**src/rtl/wb_pkg.sv**
```systemverilog
// Shared widths and the writeback entry carried from the LSU into the
// result buffer and on to the register-file write stage.
package wb_pkg;

  localparam int unsigned XLEN   = 32;
  localparam int unsigned REG_AW = 5;

  typedef struct packed {
    logic [REG_AW-1:0] rd;
    logic [XLEN-1:0]   data;
  } wb_entry_t;

endpackage

```
**src/rtl/wb_fifo.sv**
```systemverilog
// Small power-of-two result buffer for LSU writebacks; the pointers carry an
// extra wrap bit so full and empty are distinguishable without a counter.
module wb_fifo
  import wb_pkg::*;
#(
  parameter int unsigned DEPTH = 2
) (
  input  logic      clk,
  input  logic      rst,
  input  logic      push_i,
  input  wb_entry_t entry_i,
  input  logic      pop_i,
  output wb_entry_t head_o,
  output logic      full_o,
  output logic      empty_o
);

  localparam int unsigned AW = $clog2(DEPTH);

  logic [AW:0] wr_q, wr_d;
  logic [AW:0] rd_q, rd_d;
  logic        do_push;
  logic        do_pop;
  wb_entry_t   mem_q [DEPTH];

  assign empty_o = (wr_q == rd_q);
  assign full_o  = (wr_q[AW] != rd_q[AW]) && (wr_q[AW-1:0] == rd_q[AW-1:0]);
  assign head_o  = mem_q[rd_q[AW-1:0]];

  // A push on a full buffer is legal only when the head leaves in the same cycle.
  assign do_push = push_i & (~full_o | pop_i);
  assign do_pop  = pop_i & ~empty_o;

  always_comb begin
    wr_d = wr_q + {{AW{1'b0}}, do_push};
    rd_d = rd_q + {{AW{1'b0}}, do_pop};
  end

  always_ff @(posedge clk or posedge rst) begin
    if (rst) begin
      wr_q <= '0;
      rd_q <= '0;
    end else begin
      wr_q <= wr_d;
      rd_q <= rd_d;
    end
  end

  always_ff @(posedge clk) begin
    if (do_push) mem_q[wr_q[AW-1:0]] <= entry_i;
  end

endmodule

```
**src/rtl/wb_scoreboard.sv**
```systemverilog
// Writeback/hazard controller: merges ALU and buffered LSU results into one
// registered regfile write port, tracks in-flight long ops and stalls issue.
module wb_scoreboard
  import wb_pkg::*;
#(
  parameter int unsigned XLEN           = 32,
  parameter int unsigned LSU_FIFO_DEPTH = 2,
  parameter int unsigned MAX_PENDING    = 4
) (
  input  logic                             clk,
  input  logic                             rst,
  input  logic                             issue_valid,
  input  logic [4:0]                       issue_rd,
  input  logic [4:0]                       issue_rs1,
  input  logic [4:0]                       issue_rs2,
  input  logic                             issue_use_rs1,
  input  logic                             issue_use_rs2,
  input  logic                             issue_is_long,
  output logic                             issue_stall,
  input  logic                             alu_valid,
  output logic                             alu_ready,
  input  logic [4:0]                       alu_rd,
  input  logic [XLEN-1:0]                  alu_data,
  input  logic                             lsu_valid,
  output logic                             lsu_ready,
  input  logic [4:0]                       lsu_rd,
  input  logic [XLEN-1:0]                  lsu_data,
  output logic                             rf_we,
  output logic [4:0]                       rf_waddr,
  output logic [XLEN-1:0]                  rf_wdata,
  output logic                             fwd1_valid,
  output logic                             fwd2_valid,
  output logic [$clog2(MAX_PENDING+1)-1:0] pending_count,
  output logic                             err_spurious
);

  localparam int unsigned PW = $clog2(MAX_PENDING + 1);

  logic [31:0]     busy_q, busy_d;
  logic [PW-1:0]   pending_q, pending_d;
  logic            err_q, err_d;
  logic            we_q, we_d;
  logic [4:0]      waddr_q, waddr_d;
  logic [XLEN-1:0] wdata_q, wdata_d;

  logic            fifo_full, fifo_empty, fifo_pop, lsu_push;
  wb_entry_t       fifo_head, lsu_entry;
  logic            sel_valid;
  logic [4:0]      sel_rd;
  logic [XLEN-1:0] sel_data;
  logic            fire, fire_long, pend_dec;

  assign lsu_entry = '{rd: lsu_rd, data: lsu_data};
  assign lsu_ready = ~fifo_full;
  assign lsu_push  = lsu_valid & ~fifo_full;

  wb_fifo #(
    .DEPTH (LSU_FIFO_DEPTH)
  ) u_fifo (
    .clk     (clk),
    .rst     (rst),
    .push_i  (lsu_push),
    .entry_i (lsu_entry),
    .pop_i   (fifo_pop),
    .head_o  (fifo_head),
    .full_o  (fifo_full),
    .empty_o (fifo_empty)
  );

  always_comb begin
    issue_stall = issue_valid & ((issue_use_rs1 & busy_q[issue_rs1]) |
                                 (issue_use_rs2 & busy_q[issue_rs2]) |
                                 busy_q[issue_rd] |
                                 (issue_is_long & (pending_q == PW'(MAX_PENDING))));
    fire      = issue_valid & ~issue_stall;
    fire_long = fire & issue_is_long;
  end

  // A full buffer always wins so the LSU can never be blocked indefinitely by ALU traffic.
  always_comb begin
    alu_ready = ~fifo_full;
    fifo_pop  = 1'b0;
    sel_valid = 1'b0;
    sel_rd    = '0;
    sel_data  = '0;
    if (fifo_full) begin
      fifo_pop  = 1'b1;
      sel_valid = 1'b1;
      sel_rd    = fifo_head.rd;
      sel_data  = fifo_head.data;
    end else if (alu_valid) begin
      sel_valid = 1'b1;
      sel_rd    = alu_rd;
      sel_data  = alu_data;
    end else if (!fifo_empty) begin
      fifo_pop  = 1'b1;
      sel_valid = 1'b1;
      sel_rd    = fifo_head.rd;
      sel_data  = fifo_head.data;
    end
  end

  always_comb begin
    busy_d = busy_q;
    if (fifo_pop) busy_d[fifo_head.rd] = 1'b0;
    if (fire_long && issue_rd != 5'd0) busy_d[issue_rd] = 1'b1;
    busy_d[0] = 1'b0;

    // Saturate at zero so an unexpected LSU return cannot wrap the count.
    pend_dec  = fifo_pop & (pending_q != '0);
    pending_d = pending_q;
    if (fire_long && !pend_dec) pending_d = pending_q + PW'(1);
    else if (!fire_long && pend_dec) pending_d = pending_q - PW'(1);

    err_d = err_q | (lsu_push & ~busy_q[lsu_rd] & (lsu_rd != 5'd0));

    we_d    = sel_valid & (sel_rd != 5'd0);
    waddr_d = sel_valid ? sel_rd : waddr_q;
    wdata_d = sel_valid ? sel_data : wdata_q;
  end

  always_ff @(posedge clk or posedge rst) begin
    if (rst) begin
      busy_q    <= '0;
      pending_q <= '0;
      err_q     <= 1'b0;
      we_q      <= 1'b0;
      waddr_q   <= '0;
      wdata_q   <= '0;
    end else begin
      busy_q    <= busy_d;
      pending_q <= pending_d;
      err_q     <= err_d;
      we_q      <= we_d;
      waddr_q   <= waddr_d;
      wdata_q   <= wdata_d;
    end
  end

  assign rf_we         = we_q;
  assign rf_waddr      = waddr_q;
  assign rf_wdata      = wdata_q;
  assign pending_count = pending_q;
  assign err_spurious  = err_q;
  assign fwd1_valid    = we_q & (waddr_q == issue_rs1) & (issue_rs1 != 5'd0);
  assign fwd2_valid    = we_q & (waddr_q == issue_rs2) & (issue_rs2 != 5'd0);

endmodule

```
**config.mk**
```make
export PLATFORM = sky130hd
export DESIGN_NAME = wb_scoreboard
export DESIGN_NICKNAME = d
export VERILOG_FILES = /design/src/rtl/wb_pkg.sv /design/src/rtl/wb_fifo.sv /design/src/rtl/wb_scoreboard.sv
export SDC_FILE = /design/constraint.sdc
export NUM_CORES = 1
export LEC_CHECK = 0
export CAP_MARGIN = 15
export CORE_ASPECT_RATIO = 1.1
export CORE_MARGIN = 2
export CORE_UTILIZATION = 35
export CTS_CLUSTER_DIAMETER = 50
export DETAILED_ROUTE_END_ITERATION = 10
export PLACE_DENSITY = 0.6
export SKIP_LAST_GASP = 1
export SYNTH_ARGS = -nofsm -noshare
export SYNTH_HDL_FRONTEND = slang
export SYNTH_SLANG_ARGS = --single-unit
```
**constraint.sdc**
```tcl
create_clock -name clk -period 2.8 [get_ports clk]
set_input_delay 0.56 -clock clk [delete_from_list [all_inputs] [get_ports clk]]
set_output_delay 0.56 -clock clk [all_outputs]
set_load 0.05 [all_outputs]
```
==> results of run 1 <==
## kinds of logic after synthesis
family,count (synthesis),share of synthesized area [%]
AOI/OAI and AO/OA,183,16.57
and+or+nand+nor,152,8.525
DFF,151,52.94
muxes,87,15.90
buffers and inverters,53,3.273
xor gates and xnor gates,17,1.900
adders and majority gates,5,0.8940
## path summary, 6_finish.rpt
kind | cells after the start | end | slack, ns
hold / removal | 1 | err_spurious$_DFF_PP0_ | 0.46
max in group asynchronous | 3 | u_fifo.rd_q[0]$_DFF_PP0_ | 1.60
min in group asynchronous | 2 | rf_wdata[13]$_DFFE_PP0P_ | 0.52
hold reg to reg | 1 | err_spurious$_DFF_PP0_ | 0.46
setup / recovery | 10 | issue_stall | -0.28
setup reg to reg | 12 | pending_count[2]$_DFFE_PP0P_ | -0.17
## state kept, by name (all words and copies together) (netlist names)
name           flops
busy_q            31
err_spurious       1
rf_wdata          32
rf_we              1
rf_waddr           5
u_fifo.rd_q        2
u_fifo.mem_q      74
u_fifo.wr_q        2
pending_count      3
## cells in the mapped netlist, types with 2 or more instances
cell type and number:
a211oi_1 3, a21oi_1 36, a221oi_1 3, a22oi_1 28, and2_1 6, and3_1 2, buf_1 5, buf_2 10
buf_4 2, buf_6 5, clkbuf_1 21, dfrtp_1 77, edfxtp_1 74, ha_1 4, inv_1 10, mux2_2 9
mux2i_1 51, mux4_1 7, mux4_2 20, nand2_1 63, nand3_1 8, nand3b_1 3, nor2_1 45, nor2b_1 9
nor3_1 10, nor3b_1 2, o21ai_0 72, o31ai_1 2, o31ai_2 26, o31ai_4 2, o41ai_1 2, xnor2_1 5
xor2_1 12
## power groups by stage
stage,logic [µW],clock network (µW),registers (µW)
after floorplan,3460,0,4810
after global placement,6390,0,4030
after detailed placement,6510,0,4070
after CTS,6710,2310,4030
after global routing,7260,2410,4120
final,6720,2260,4030
## per-layer routing
layer / wire length, µm / up-vias
met5: 0 / -
met4: 410 / 0
met1: 9472 / 3089
met3: 1442 / 30
li1: - / 2831
met2: 11480 / 232
## area by class of cell
cell class                      instances  area (µm²)
Clock inverter                         15       172.7
Timing Repair Buffer                  216        2145
Fill cell                            1947       11220
Inverter                               10       38.79
Multi-Input combinational cell        444        3510
Sequential cell                       151        4158
Clock buffer                           17       425.4
Tap cell                              295       369.1
## cells in the final DEF, fill, tap and decap left out, drive strengths merged, types with 2 or more instances in the layout
cell type / synthesis / routed
bufbuf: 0 / 2
and2: 6 / 6
and3: 2 / 2
nor2b: 9 / 9
inv: 10 / 18
clkinv: 0 / 6
nand3: 8 / 8
dlygate4sd2: 0 / 4
nor3: 10 / 10
buf: 22 / 76
ha: 4 / 4
xor2: 12 / 12
dfrtp: 77 / 77
mux4: 27 / 27
a22oi: 28 / 28
edfxtp: 74 / 74
o41ai: 2 / 2
mux2: 9 / 9
nor3b: 2 / 2
a211oi: 4 / 4
nand2: 63 / 63
nor2: 46 / 46
mux2i: 51 / 51
clkdlybuf4s15: 0 / 2
a221oi: 3 / 3
clkdlybuf4s50: 0 / 131
nand3b: 3 / 3
a21oi: 36 / 36
o31ai: 30 / 30
o21ai: 72 / 72
clkbuf: 21 / 18
xnor2: 5 / 5
## stage by stage
step	TNS (ns)	instances	util, %	instance area [µm²]
3_5_place_dp	-16.83	1104	45.45	10020
2_1_floorplan	-0.7616	648	-	7884
3_3_place_gp	-15.78	1104	45.45	10020
6_report	-0.6104	1148	49.09	10820
5_1_grt	-0.9227	1148	49.09	10820
4_1_cts	-0.6074	1146	48.97	10790
## timing repair
| action | 4_1_cts | 5_1_grt |
|---|---|---|
| pin swaps | 7 | 2 |
| gates cloned | 2 | 0 |
| hold endpoints to repair | 0 | 0 |
| gates resized for setup | 31 | 6 |
| endpoints found under the setup margin | 16 | 3 |
| setup buffers | 8 | 2 |
==> flow_summary.ini, run 1 <==
[synthesis]
ys_ff_latch = 151
yosys_warnings = 0
syn_inst = 648
ys_types = 47
synth_area_mm2 = 0.007838
synth_edf_count = 74
yosysSeqAreaShare_pct = 52.94
yosys.area.top_type = edfxtp_1
synth_area_per_cell_um2 = 12.09
ys_top_cells_by_area = edfxtp_1 (28%), dfrtp_1 (25%), mux2i_1 (6.5%), mux4_2 (5.7%), o21ai_0 (4.6%)
syn_nets = 750
synth_top_area_share_pct = 28.35
async_reset_ff_share_pct = 50.99
ys.flop_type = dfrtp_1

[power]
p_seq_share_pct = 31.0
ir_drop_mv = 0.6112
power_density_mw_per_mm2 = 1203
netSwitchingFraction_pct = 44.94
p_sw_uw = 5848
p_int_uw = 7166
combPwrFrac_pct = 51.6
power.leakage_uw = 0.004204
power.total_uw = 13010
pwr-share-clk_pct = 17.4

[clock_tree]
clk_pin_slew_ns = 0.06
cts_tree = yes
insertion_delay_ns = 0.42
cts_htree_levels = 4
cts.path.max_buffers = 2
numCtsBuffers = 17
cts.sinks = 151
clockRootBuffer = clkbuf_16
ctsHoldBuffers = 0

[route]
wire_per_inst_um = 19.86
drc_errors = 0
avgViaCountPerCell = 5.385
via_count = 6182
dr.pass1.iters = 5
dr.first_iter.drc_count = 484
wirelength_mm = 22.80
drtAntennaViolNets = 0

[floorplan]
fp.dieW_um = 146.7
rows = 57
io_pins = 144
die_area_mm2 = 0.02361
coreArea_mm2 = 0.02204
start_util_pct = 35.56
die_height_um = 160.9

[global_route]
grt-busiest-layer = met2
grt_usage_pct = 19.39
met1_usage_pct = 24.99
met2_usage_pct = 32.86
grt_max_degree = 53
grt_pass1_vias = 6233
grt_overflow = 0
use_met3_pct = 4.233
antenna_found_initial = 0
grt_pass1_wl_mm = 35.30

[sta]
fmax_mhz = 324.5
layout_min_cycle_time_ns = 3.082
setup_viol_count_final = 3
hold_violations = 0
finClkSkew_ns = 0.008251
slew_violations = 0
rsz0062_at_grt = yes
whs_ns = 0.4597
tightest_slew_ns = 0.6250
fin_ws_ns = -0.2819
min_period_over_period_pct = 110.1
relSlewSlack_pct = 58.33

[setup_path]
required_ns = 2.24
reg2reg_from = busy_q[8]$_DFF_PP0_
critical_path_class = in -> out
crit_path_end_kind = primary output
cpPeakStageDelay_ns = 0.40
critPathSlowestCell = a311o_1
worstSetupStartpoint = issue_rs1[1]
crit_chain = clkdlybuf4s15_2, bufbuf_16, mux2i_1, a22oi_1, a311o_1, o311ai_4, o22ai_4, buf_6, o21a_4, buf_8
critPathTopFamily = compound AO/OA/AOI/OAI gates
worst-path-buf-inv = 4
worstSetupStartpointType = primary input
crit_fanout = 4
crit_arrival_ns = 2.52

[min_path]
min-delay-start = err_spurious$_DFF_PP0_
hp-class = reg -> reg

[finish]
area_growth_pct = 38.03
antenna_cells = 0
drive_gt1_share_pct = 23.21
layout.nets = 942

[place]
gp_congestion = 0.8843
portBuffers = 143
pre_cts_ws_ns = -0.9705
dpl.hpwl_mm = 16.43

[job]
max-cap-violations = 0

[status]
status = finished, violations left
violations = negative setup slack
Power figures use the tool's default switching activity.
==> run 2, diff against run 1 <==
--- a/config.mk
+++ b/config.mk
@@ -8,10 +8,10 @@
 export CAP_MARGIN = 15
 export CORE_ASPECT_RATIO = 1.1
 export CORE_MARGIN = 2
-export CORE_UTILIZATION = 35
+export CORE_UTILIZATION = 26
 export CTS_CLUSTER_DIAMETER = 50
 export DETAILED_ROUTE_END_ITERATION = 10
-export PLACE_DENSITY = 0.6
+export PLACE_DENSITY = 0.48
 export SKIP_LAST_GASP = 1
 export SYNTH_ARGS = -nofsm -noshare
 export SYNTH_HDL_FRONTEND = slang
==> run 2 against run 1 <==
  * The run still ends with negative setup slack left
  * Flip-flop and latch count stayed put
  * Clock power is 7% higher
  * Global-route usage is 3.0 points lower
  * Register-to-register slack better by 0.03 ns
  * Combinational power is 3.7% higher
==> flow_summary.ini, run 2 (synthesis gave the netlist of run 1 again) <==
[status]
status = finished, violations left
violations = negative setup slack

[min_path]
min_path_cells = 1
min-delay-start = err_spurious$_DFF_PP0_
hp-class = reg -> reg
min_to = err_spurious$_DFF_PP0_

[route]
drtAntennaViolNets = 0
dr.first_iter.drc_count = 514
avgViaCountPerCell = 4.922
drc_errors = 0
wirelength_mm = 25.02
via_count = 6108
dr.pass1.iters = 5
wire_per_inst_um = 20.16

[global_route]
antenna_found_initial = 0
grt_usage_pct = 16.44
grt_pass1_vias = 6271
grt_max_degree = 78
grt_overflow = 0
grt_pass1_wl_mm = 38.49

[place]
dpl_cell_area_mm2 = 0.01028
pre_cts_ws_ns = -0.8424
portBuffers = 143
dpl.hpwl_mm = 17.82
gp_congestion = 0.8120

[floorplan]
coreArea_mm2 = 0.02965
start_util_pct = 26.44
die_height_um = 186.1
die_area_mm2 = 0.03155
rows = 66
fp.dieW_um = 169.5
io_pins = 144

[job]
max-cap-violations = 0

[sta]
tightest_slew_ns = 0.6634
setup_viol_count_final = 3
slew_violations = 0
fmax_mhz = 324.7
rsz0062_at_grt = yes
layout_min_cycle_time_ns = 3.080
min_period_over_period_pct = 110.0
finClkSkew_ns = 0.01623
setup-tns-final_ns = -0.5421
hold_violations = 0
relSlewSlack_pct = 55.68
fin_ws_ns = -0.2801
whs_ns = 0.4640

[finish]
final_area_mm2 = 0.01110
layout_common_cells = clkdlybuf4s50_1 (129), edfxtp_1 (74), o21ai_0 (72)
final_common_cell = clkdlybuf4s50_1
drive_gt1_share_pct = 24.34
fill_cells = 2874
antenna_cells = 0
largest_reg_flops = 74
area_growth_pct = 41.67
layout.nets = 956

[setup_path]
cpPeakStageDelay_ns = 0.53
crit_fanout = 2
reg2reg_from = busy_q[10]$_DFF_PP0_
r2r_slack_ns = -0.14
worst-path-buf-inv = 3
crit_arrival_ns = 2.52
critical_path_class = in -> out
crit_path_end_kind = primary output
required_ns = 2.24
critPathTopFamily = multiplexers
worstSetupStartpointType = primary input
r2r-end = pending_count[2]$_DFFE_PP0P_
crit_chain = dlygate4sd2_1, mux4_2, mux2_4, o311ai_4, o22ai_4, buf_6, o21a_4, buf_8
rr_worst_depth = 14
critPathSlowestCell = mux4_2

[power]
ir_drop_mv = 0.4571
power.total_uw = 13420
power.leakage_uw = 0.004327
power_density_mw_per_mm2 = 1209

[clock_tree]
clockRootBuffer = clkbuf_16
cts.sinks = 151
numCtsBuffers = 17
cts_htree_levels = 4
insertion_delay_ns = 0.43
clk_pin_slew_ns = 0.08
cts.path.max_buffers = 2
cts_tree = yes
run 2: worst register-to-register path: cells and delay by family, from the launching register on:
family | cells | cell delay [ns]
AOI/OAI and AO/OA | 2 | 0.29
xor gates and xnor gates | 2 | 0.28
adders and majority gates | 2 | 0.53
buffers and inverters | 4 | 0.41
DFF | 1 | 0.44
muxes | 1 | 0.46
and+or+nand+nor | 3 | 0.45
run 2: final cells by class:
class | count | area [µm²] | share of cell area, %
Sequential cell | 151 | 4156 | 37.44
Multi-Input combinational cell | 444 | 3505 | 31.56
Timing Repair Buffer | 230 | 2307 | 20.78
Tap cell | 374 | 467.9 | 4.215
Clock buffer | 17 | 425.4 | 3.831
Clock inverter | 15 | 202.7 | 1.826
Inverter | 10 | 38.79 | 0.3493
run 2: per-layer routing:
metal	up-vias	GRT usage [%]	wire (µm)
li1	2853	-	-
met5	-	0	0
met4	0	4.991	413
met2	216	27.95	12440
met1	3000	20.97	10760
met3	39	3.572	1410
run 2: through the flow:
step / util [%] / cells
floorplan: - / 648
global placement: 34.68 / 1200
detailed placement: 34.68 / 1200
CTS: 37.36 / 1240
global route: 37.45 / 1241
finish: 37.45 / 1241
run 2: worst max path at each step:
stage | start | to | slack (ns) | cells past startpoint
CTS | busy_q[11]$_DFF_PP0_ | issue_stall | -0.32 | 7
finish | issue_rs1[0] | issue_stall | -0.28 | 8
floorplan | issue_rs1[0] | pending_count[2]$_DFFE_PP0P_ | -0.37 | 13
global route | busy_q[8]$_DFF_PP0_ | issue_stall | -0.35 | 7
detailed placement | issue_rs2[1] | pending_count[2]$_DFFE_PP0P_ | -0.84 | 13
global placement | issue_rs2[1] | pending_count[2]$_DFFE_PP0P_ | -0.84 | 13
run 2: power by group:
group | internal, µW | leakage [µW] | total, µW | switching (µW)
Clock | 1300 | 0.000306 | 2420 | 1120
Sequential | 3300 | 0.00164 | 4030 | 729
Combinational | 2820 | 0.00238 | 6970 | 4150
Total | 7420 | 0.00433 | 13400 | 6000
run 2: timing repair:
item | in CTS | in global routing
pin swaps | 10 | 9
cloned | 2 | 0
setup endpoints to repair | 5 | 5
hold buffers | 0 | 0
setup buffers | 6 | 1
gates resized for setup | 31 | 13
hold endpoints to repair | 0 | 0
